===== src/rtl/seg_disp_sched.sv =====
// seg_disp_sched: arbitrates the digit display between the temperature path
// and the setting menu, paces din/din_vld so seg_disp finishes each capture
// walk, and blinks disp_en while a setting is edited.
module seg_disp_sched #(
  parameter int MAX_SMG_NUM = 6,
  parameter int HOLD_CNT    = 150_000_000,
  parameter int BLINK_CNT   = 25_000_000
) (
  input  logic                     clk,
  input  logic                     rst_n,
  input  logic [MAX_SMG_NUM*4-1:0] temp_din,
  input  logic                     temp_vld,
  input  logic [MAX_SMG_NUM*4-1:0] set_din,
  input  logic                     set_vld,
  input  logic                     set_active,
  input  logic                     blink_en,
  output logic                     disp_en,
  output logic [MAX_SMG_NUM*4-1:0] din,
  output logic [MAX_SMG_NUM-1:0]   din_vld
);

  localparam int DW = MAX_SMG_NUM * 4;
  localparam int HW = (HOLD_CNT > 1) ? $clog2(HOLD_CNT) : 1;
  localparam int BW = (BLINK_CNT > 1) ? $clog2(BLINK_CNT) : 1;
  localparam int GW = $clog2(MAX_SMG_NUM + 2);
  localparam logic [HW-1:0] HOLD_LAST  = HW'(HOLD_CNT - 1);
  localparam logic [BW-1:0] BLINK_LAST = BW'(BLINK_CNT - 1);
  localparam logic [GW-1:0] GAP_LOAD   = GW'(MAX_SMG_NUM + 1);

  typedef enum logic [1:0] {S_TEMP, S_SET, S_HOLD} state_t;

  state_t                 state_q, state_d;
  logic [DW-1:0]          temp_sh_q, temp_sh_d;
  logic [DW-1:0]          set_sh_q, set_sh_d;
  logic [DW-1:0]          last_sent_q, last_sent_d;
  logic [DW-1:0]          din_q, din_d;
  logic [MAX_SMG_NUM-1:0] din_vld_q, din_vld_d;
  logic                   disp_en_q, disp_en_d;
  logic                   pend_q, pend_d;
  logic                   full_q, full_d;
  logic [GW-1:0]          gap_q, gap_d;
  logic [HW-1:0]          hold_q, hold_d;
  logic [BW-1:0]          blink_q, blink_d;

  logic                   full_set;
  logic                   sel_strobe;
  logic                   issue;
  logic [DW-1:0]          sel_sh;
  logic [MAX_SMG_NUM-1:0] mask;

  assign disp_en = disp_en_q;
  assign din     = din_q;
  assign din_vld = din_vld_q;

  // Next-state: shadows, ownership FSM, pending/issue pacing and blink.
  always_comb begin
    temp_sh_d   = temp_vld ? temp_din : temp_sh_q;
    set_sh_d    = set_vld ? set_din : set_sh_q;
    state_d     = state_q;
    hold_d      = '0;
    full_set    = 1'b0;

    case (state_q)
      S_TEMP: begin
        if (set_active) begin
          state_d  = S_SET;
          full_set = 1'b1;
        end
      end
      S_SET: begin
        if (!set_active) state_d = S_HOLD;
      end
      S_HOLD: begin
        if (set_active) begin
          state_d = S_SET;
        end else if (hold_q == HOLD_LAST) begin
          state_d  = S_TEMP;
          full_set = 1'b1;
        end else begin
          hold_d = hold_q + 1'b1;
        end
      end
      default: begin
        state_d  = S_TEMP;
        full_set = 1'b1;
      end
    endcase

    // A strobe is judged against the source owning the display after this edge.
    sel_strobe = (state_d == S_TEMP) ? temp_vld : set_vld;
    sel_sh     = (state_q == S_TEMP) ? temp_sh_q : set_sh_q;
    issue      = pend_q && (gap_q == '0);

    mask = '0;
    for (int unsigned i = 0; i < MAX_SMG_NUM; i++) begin
      mask[i] = full_q || (sel_sh[i*4 +: 4] != last_sent_q[i*4 +: 4]);
    end

    din_d       = din_q;
    din_vld_d   = '0;
    last_sent_d = last_sent_q;
    gap_d       = (gap_q != '0) ? gap_q - 1'b1 : '0;
    if (issue) begin
      last_sent_d = sel_sh;
      if (mask != '0) begin
        din_d     = sel_sh;
        din_vld_d = mask;
        gap_d     = GAP_LOAD;
      end
    end

    // Strobes landing in the issue cycle keep pend set for the next slot.
    pend_d = (pend_q && !issue) || sel_strobe || full_set;
    full_d = (full_q && !issue) || full_set;

    blink_d   = '0;
    disp_en_d = 1'b1;
    if (state_q == S_SET && blink_en) begin
      if (blink_q == BLINK_LAST) begin
        disp_en_d = !disp_en_q;
      end else begin
        blink_d   = blink_q + 1'b1;
        disp_en_d = disp_en_q;
      end
    end
  end

  // State registers; reset leaves a full refresh pending.
  always_ff @(posedge clk or negedge rst_n) begin
    if (!rst_n) begin
      state_q     <= S_TEMP;
      temp_sh_q   <= '0;
      set_sh_q    <= '0;
      last_sent_q <= '0;
      din_q       <= '0;
      din_vld_q   <= '0;
      disp_en_q   <= 1'b0;
      pend_q      <= 1'b1;
      full_q      <= 1'b1;
      gap_q       <= '0;
      hold_q      <= '0;
      blink_q     <= '0;
    end else begin
      state_q     <= state_d;
      temp_sh_q   <= temp_sh_d;
      set_sh_q    <= set_sh_d;
      last_sent_q <= last_sent_d;
      din_q       <= din_d;
      din_vld_q   <= din_vld_d;
      disp_en_q   <= disp_en_d;
      pend_q      <= pend_d;
      full_q      <= full_d;
      gap_q       <= gap_d;
      hold_q      <= hold_d;
      blink_q     <= blink_d;
    end
  end

endmodule


===== config.mk =====
export PLATFORM = sky130hd
export DESIGN_NAME = seg_disp_sched
export DESIGN_NICKNAME = d
export VERILOG_FILES = /design/src/rtl/seg_disp_sched.sv
export SDC_FILE = /design/constraint.sdc
export NUM_CORES = 1
export LEC_CHECK = 0
export CAP_MARGIN = 15
export CORE_UTILIZATION = 45
export DETAILED_ROUTE_END_ITERATION = 10
export GPL_ROUTABILITY_DRIVEN = 1
export PLACE_DENSITY = 0.66
export SYNTH_ARGS = -nofsm -noshare
export SYNTH_HDL_FRONTEND = slang
export SYNTH_SLANG_ARGS = --single-unit

===== constraint.sdc =====
create_clock -name clk -period 6.91 [get_ports clk]
set_input_delay 1.382 -clock clk [delete_from_list [all_inputs] [get_ports clk]]
set_output_delay 1.382 -clock clk [all_outputs]
set_load 0.1 [all_outputs]

Yosys cells after proc, flatten, opt, wreduce, memory -nomap -nowiden
Index checks and enable logic that the tools add are counted.
{"block": "totals", "regBits": 163, "out_inout_bits": 31, "word_cells": 70}
{"block": "op_classes", "add_sub_neg": 3, "n_eq_ne": 11, "mux": 23, "reduce_logical": 21}
{"cell": "$mux W28", "count": 3}
{"cell": "$mux W25", "count": 2}
{"cell": "$add A28 B1 Y28 const B", "count": 1}
{"cell": "$eq A28 B28 Y1 const B", "count": 1}
{"cell": "$add A25 B1 Y25 const B", "count": 1}
{"cell": "$eq A25 B25 Y1 const B", "count": 1}
{"cell": "$mux W24", "count": 1}
{"cell": "$ne A4 B4 Y1", "count": 6}
{"cell": "$mux W6", "count": 2}
{"cell": "$logic_or A1 B1 Y1", "count": 9}
{"cell": "$mux W3", "count": 3}
{"cell": "$mux W2", "count": 4}
{"cell": "$mux W1", "count": 6}
{"cell": "$pmux W2 S3", "count": 1}
{"cell": "$reduce_bool A6 Y1", "count": 1}
{"cell": "$logic_and A1 B1 Y1", "count": 4}
{"cell": "$logic_not A2 Y1", "count": 2}
{"cell": "$logic_not A3 Y1", "count": 1}
{"cell": "$pmux W1 S3", "count": 1}
{"cell": "$reduce_bool A3 Y1", "count": 1}
{"cell": "$sub A3 B1 Y3 const B", "count": 1}
{"cell": "$eq A2 B1 Y1 const B", "count": 1}
{"cell": "$eq A2 B2 Y1 const B", "count": 1}
{"cell": "$logic_not A1 Y1", "count": 2}
{"cell": "2 further kinds", "count": 2}

Longest topological paths before layout
{"block": "depth", "ltp_word": 8, "depth_mapped": 10, "depth_no_buf": 8}

Worst setup path before layout
No wires, ideal clock.
{"block": "synth_path", "path_type": "input to register", "startpoint": "input port set_vld", "endpoint": "register set_sh_q[10]", "t_arrival_ns": 2.332, "required_time_ns": 6.785, "setup_slack_ns": 4.453, "cell_stages": 3, "n_path_buf": 2, "cell_sequence": "clkbuf_1 > clkbuf_1 > mux2_2"}
{"element": "start, declared", "line": "14", "text": "input logic set_vld,"}
{"element": "end signal, assigned", "line": "146", "text": "set_sh_q <= set_sh_d;"}
{"element": "end, declared", "line": "34", "text": "logic [DW-1:0] set_sh_q, set_sh_d;"}
No word-level cell between the ends.

Final worst setup path
{"block": "layout_path", "startpoint": "register state_q[0]", "endpoint": "register gap_q[2]"}
{"block": "layout_between", "elab_chain_cells": 7, "word_cells_on_any_way": 17, "cone_classes": "eq/ne (6); mux (3); reduce/logical (8)"}
{"element": "start, declared", "line": "32", "text": "state_t state_q, state_d;"}
{"element": "start signal, assigned", "line": "144", "text": "state_q <= state_d;"}
{"element": "$logic_not A2 Y1 (*)", "line": "91", "text": "sel_sh = (state_q == S_TEMP) ? temp_sh_q : set_sh_q;"}
{"element": "$mux W24 (*)", "line": "91"}
{"element": "$ne A4 B4 Y1", "line": "96", "text": "mask[i] = full_q || (sel_sh[i*4 +: 4] != last_sent_q[i*4 +: 4]);"}
{"element": "$logic_or A1 B1 Y1", "line": "96"}
{"element": "$reduce_bool A6 Y1 (*)", "line": "105", "text": "if (mask != '0) begin"}
{"element": "$mux W3 (*)", "line": "105"}
{"element": "$mux W3 (*)", "line": "103", "text": "if (issue) begin"}
{"element": "via gap_d[2]", "line": "41", "text": "logic [GW-1:0] gap_q, gap_d;"}
{"element": "end signal, assigned", "line": "153", "text": "gap_q <= gap_d;"}
{"element": "end, declared", "line": "41"}
The timed path passes the listed nets; every way through them passes the cells marked *.
A chain may end at the register's enable or synchronous reset.

==> results_dict.tcl <==
set metrics [dict create \
    synth-seq-cells 163 \
    drv_cap 0 \
    wl_mm 14.5 \
    multi_input_area_mm2 0.00295 \
    cts_tree "built" \
    power.internal_mw 2.11 \
    place_ws_ns 3.31 \
    grt-ovfl-total 0 \
    synth_area_leader_cell "dfrtp_1" \
    ys_top_cells_by_count "dfrtp_1, nor2_1, xor2_1" \
    die_w_um 129 \
    drive_gt1_share_pct 12.3 \
    slowest_stage "nor2_4" \
    hold-path-cell-count 1 \
    relSlewSlack_pct 25.6 \
    synth_edf_count 0 \
    antenna_found_initial 0 \
    via_count 4812 \
    period_minus_slack_ns 3.59 \
    ir_worst_vdd_mv 0.422 \
    crit_buf_inv 0 \
    fmax_ghz 0.279 \
    endpoint_kind "flip-flop" \
    timing.rr.end "gap_q[2]" \
    switching_share_pct 41.9 \
    ys_seq_area_share_pct 56.2 \
    grt_pass1_wl_mm 24.3 \
    io_pins 85 \
    skew_ns 0.00931 \
    power.switching_mw 1.52 \
    setup_viol 0 \
    die_y_um 129 \
    cts_made_buffers 17 \
    cp-start-kind "flip-flop" \
    setup-tns-final_ns 0 \
    fillerInstances 1306 \
    layout_setup_ws_ns 3.32 \
    r2r_setup_slack_ns 3.32 \
    fp.coreArea_mm2 0.0158 \
    cp_max_fo 27 \
    seqCellArea_mm2 0.00408 \
    diodes 0 \
    worstSetupEndpoint "gap_q[2]" \
    ant_nets 0 \
    cts_resized 0 \
    first_global_vias 5008 \
    combPwrFrac_pct 38.3 \
    clk_latency_ns 0.43 \
    period_share_pct 51.9 \
    ff2ff_path_depth 7 \
    cp.depth 7 \
    firstDrtPassIters 4 \
    arrival_ns 3.90 \
    path_delay_family "simple AND/OR/NAND/NOR gates" \
    dp_hpwl_mm 9.64 \
    rows 46 \
    post-synth-top-count-cell "dfrtp_1" \
    drtIter0Drc 243 \
    ys_async_sr_fraction_pct 100 \
    dp.cells 918 \
    r2r_start "state_q[0]" \
    cts_root_buf "clkbuf_16" \
    final_cell_area_mm2 0.00886 \
    power.density_mw_per_mm2 409 \
    synth_top_area_share_pct 55.5 \
    grt_usage_pct 19.2 \
    cts_num_sinks 163 \
    synth.distinct_cells 42 \
    synth.cell_area_mm2 0.00726 \
    crit_path_cell_trace "nor2_4 > mux2i_1 > xor2_1 > nand4_1 > nor4_1 > a21oi_4 > or2_1" \
    slew_violations 0 \
    initial_core_util_pct 45.9 \
    hp-class "flip-flop to flip-flop" \
    p_leak_nw 3.80 \
    max_stage_delay_ns 0.77 \
    seqPwrFrac_pct 35.9 \
    final_nets 779 \
    cp.required_ns 7.22 \
    viasPerCell 5.07 \
    outcome "completed" \
    place_congestion 0.790 \
    critPathKind "flip-flop to flip-flop" \
    synth.avg_cell_area_um2 11.4 \
    report.final.hold_viol_count 0 \
    port_buffers 84 \
    worst_pin_slew_ns 1.11 \
    htree_levels 4 \
    cts_buffer_depth 2 \
    dieArea_mm2 0.0166 \
    grt_max_degree 109 \
    cts_hold_buf 0 \
    wl_per_cell_um 15.3 \
    cts_setup_buffers 0 \
    grt_setup_unrepaired "no" \
    crit_path_start "state_q[0]" \
    clk_pin_slew_worst_paths_ns 0.06 \
    synth_flop_cell "dfrtp_1" \
    dpl_cell_area_mm2 0.00827 \
    clock_power_share_pct 25.8 \
    ys_top_cells_by_area "dfrtp_1, mux2_2, mux2i_1" \
    drc 0 \
    synthToLayoutAreaGrowth_pct 22.1 \
    syn_nets 697 \
    synthCells 639 \
    ys_warn_count 0 \
    instances_no_fill 949 \
]
## cell type report
| type | instances | area share (%) |
|---|---|---|
| clock buffers | 19 | 5.11 |
| clock inverters | 12 | 1.51 |
| repair buffers | 87 | 9.76 |
| multi-input cells | 422 | 33.2 |
| flip-flops and latches | 163 | 46.1 |
| inverters | 30 | 1.27 |
| well taps | 216 | 3.05 |
## sequential cells by signal (all words and copies together), names as in the netlist
signal and cells:
gap_q 3, hold_q 28, din 24, pend_q 1, temp_sh_q 24, full_q 1
disp_en 1, set_sh_q 24, blink_q 25, last_sent_q 24, state_q 2, din_vld 6
## how the worst min path moves through the flow
stage / startpoint / end / slack [ns]
after floorplan: gap_q[0] / gap_q[0] / 0.44
after global placement: gap_q[0] / gap_q[0] / 0.46
after detailed placement: gap_q[0] / gap_q[0] / 0.47
after CTS: gap_q[0] / gap_q[0] / 0.47
after global routing: gap_q[0] / gap_q[0] / 0.50
final: gap_q[0] / gap_q[0] / 0.48
## layout by cell type, fill, tap and decap left out, types with 3 or more instances in the layout
master / n
o21ai_1: 25
inv_1: 30
and3_1: 11
or3_1: 8
xnor2_1: 17
o21ai_0: 8
buf_4: 3
nor2_1: 62
nand3_1: 25
clkdlybuf4s50_1: 83
dfrtp_1: 161
a21oi_1: 10
ha_1: 4
xor2_1: 49
nor3b_1: 5
nor2b_1: 7
nand2b_1: 3
and4_1: 5
mux2i_1: 43
nand4_1: 14
clkinv_2: 3
mux2_2: 48
o21a_1: 4
clkbuf_16: 17
nor4_1: 5
nor3_1: 4
clkinv_4: 5
nand2_1: 45
## logic make-up (layout without fill, tap and decap cells)
family | Yosys count | after routing | share of synthesized area, %
buf+inv | 54 | 148 | 3.45
xor+xnor | 66 | 66 | 7.96
compound gates | 53 | 53 | 3.98
fa+ha+maj | 4 | 4 | 0.690
mux | 92 | 92 | 13.6
flops | 163 | 163 | 56.2
simple gates | 207 | 207 | 14.1
## routing by layer
metal / wire, um / part of all wire [%] / track usage (%) / vias to the layer above
met5: 0 / 0 / 0 / -
met2: 6720 / 46 / 29.8 / 86
met1: 6960 / 48 / 25.6 / 2375
met3: 611 / 4.2 / 5.36 / 22
met4: 247 / 1.7 / 7.40 / 0
li1: - / - / - / 2329
## stage by stage
stage	utilization, %	hold slack, ns	total power, mW
after global placement	52.3	0.461	2.69
after detailed placement	52.3	0.467	2.71
after CTS	56.0	0.474	3.66
after floorplan	-	0.442	2.37
after global routing	56.0	0.501	3.79
final	56.0	0.476	3.62
## power by group through the flow
stage                     combinational (mW)  sequential, mW  clock [mW]
after floorplan                        0.437            1.93           0
after global placement                  1.38            1.32           0
after detailed placement                1.40            1.31           0
after CTS                               1.40            1.30       0.953
after global routing                    1.47            1.33       0.994
final                                   1.39            1.30       0.934
Power figures use the tool's default switching activity.
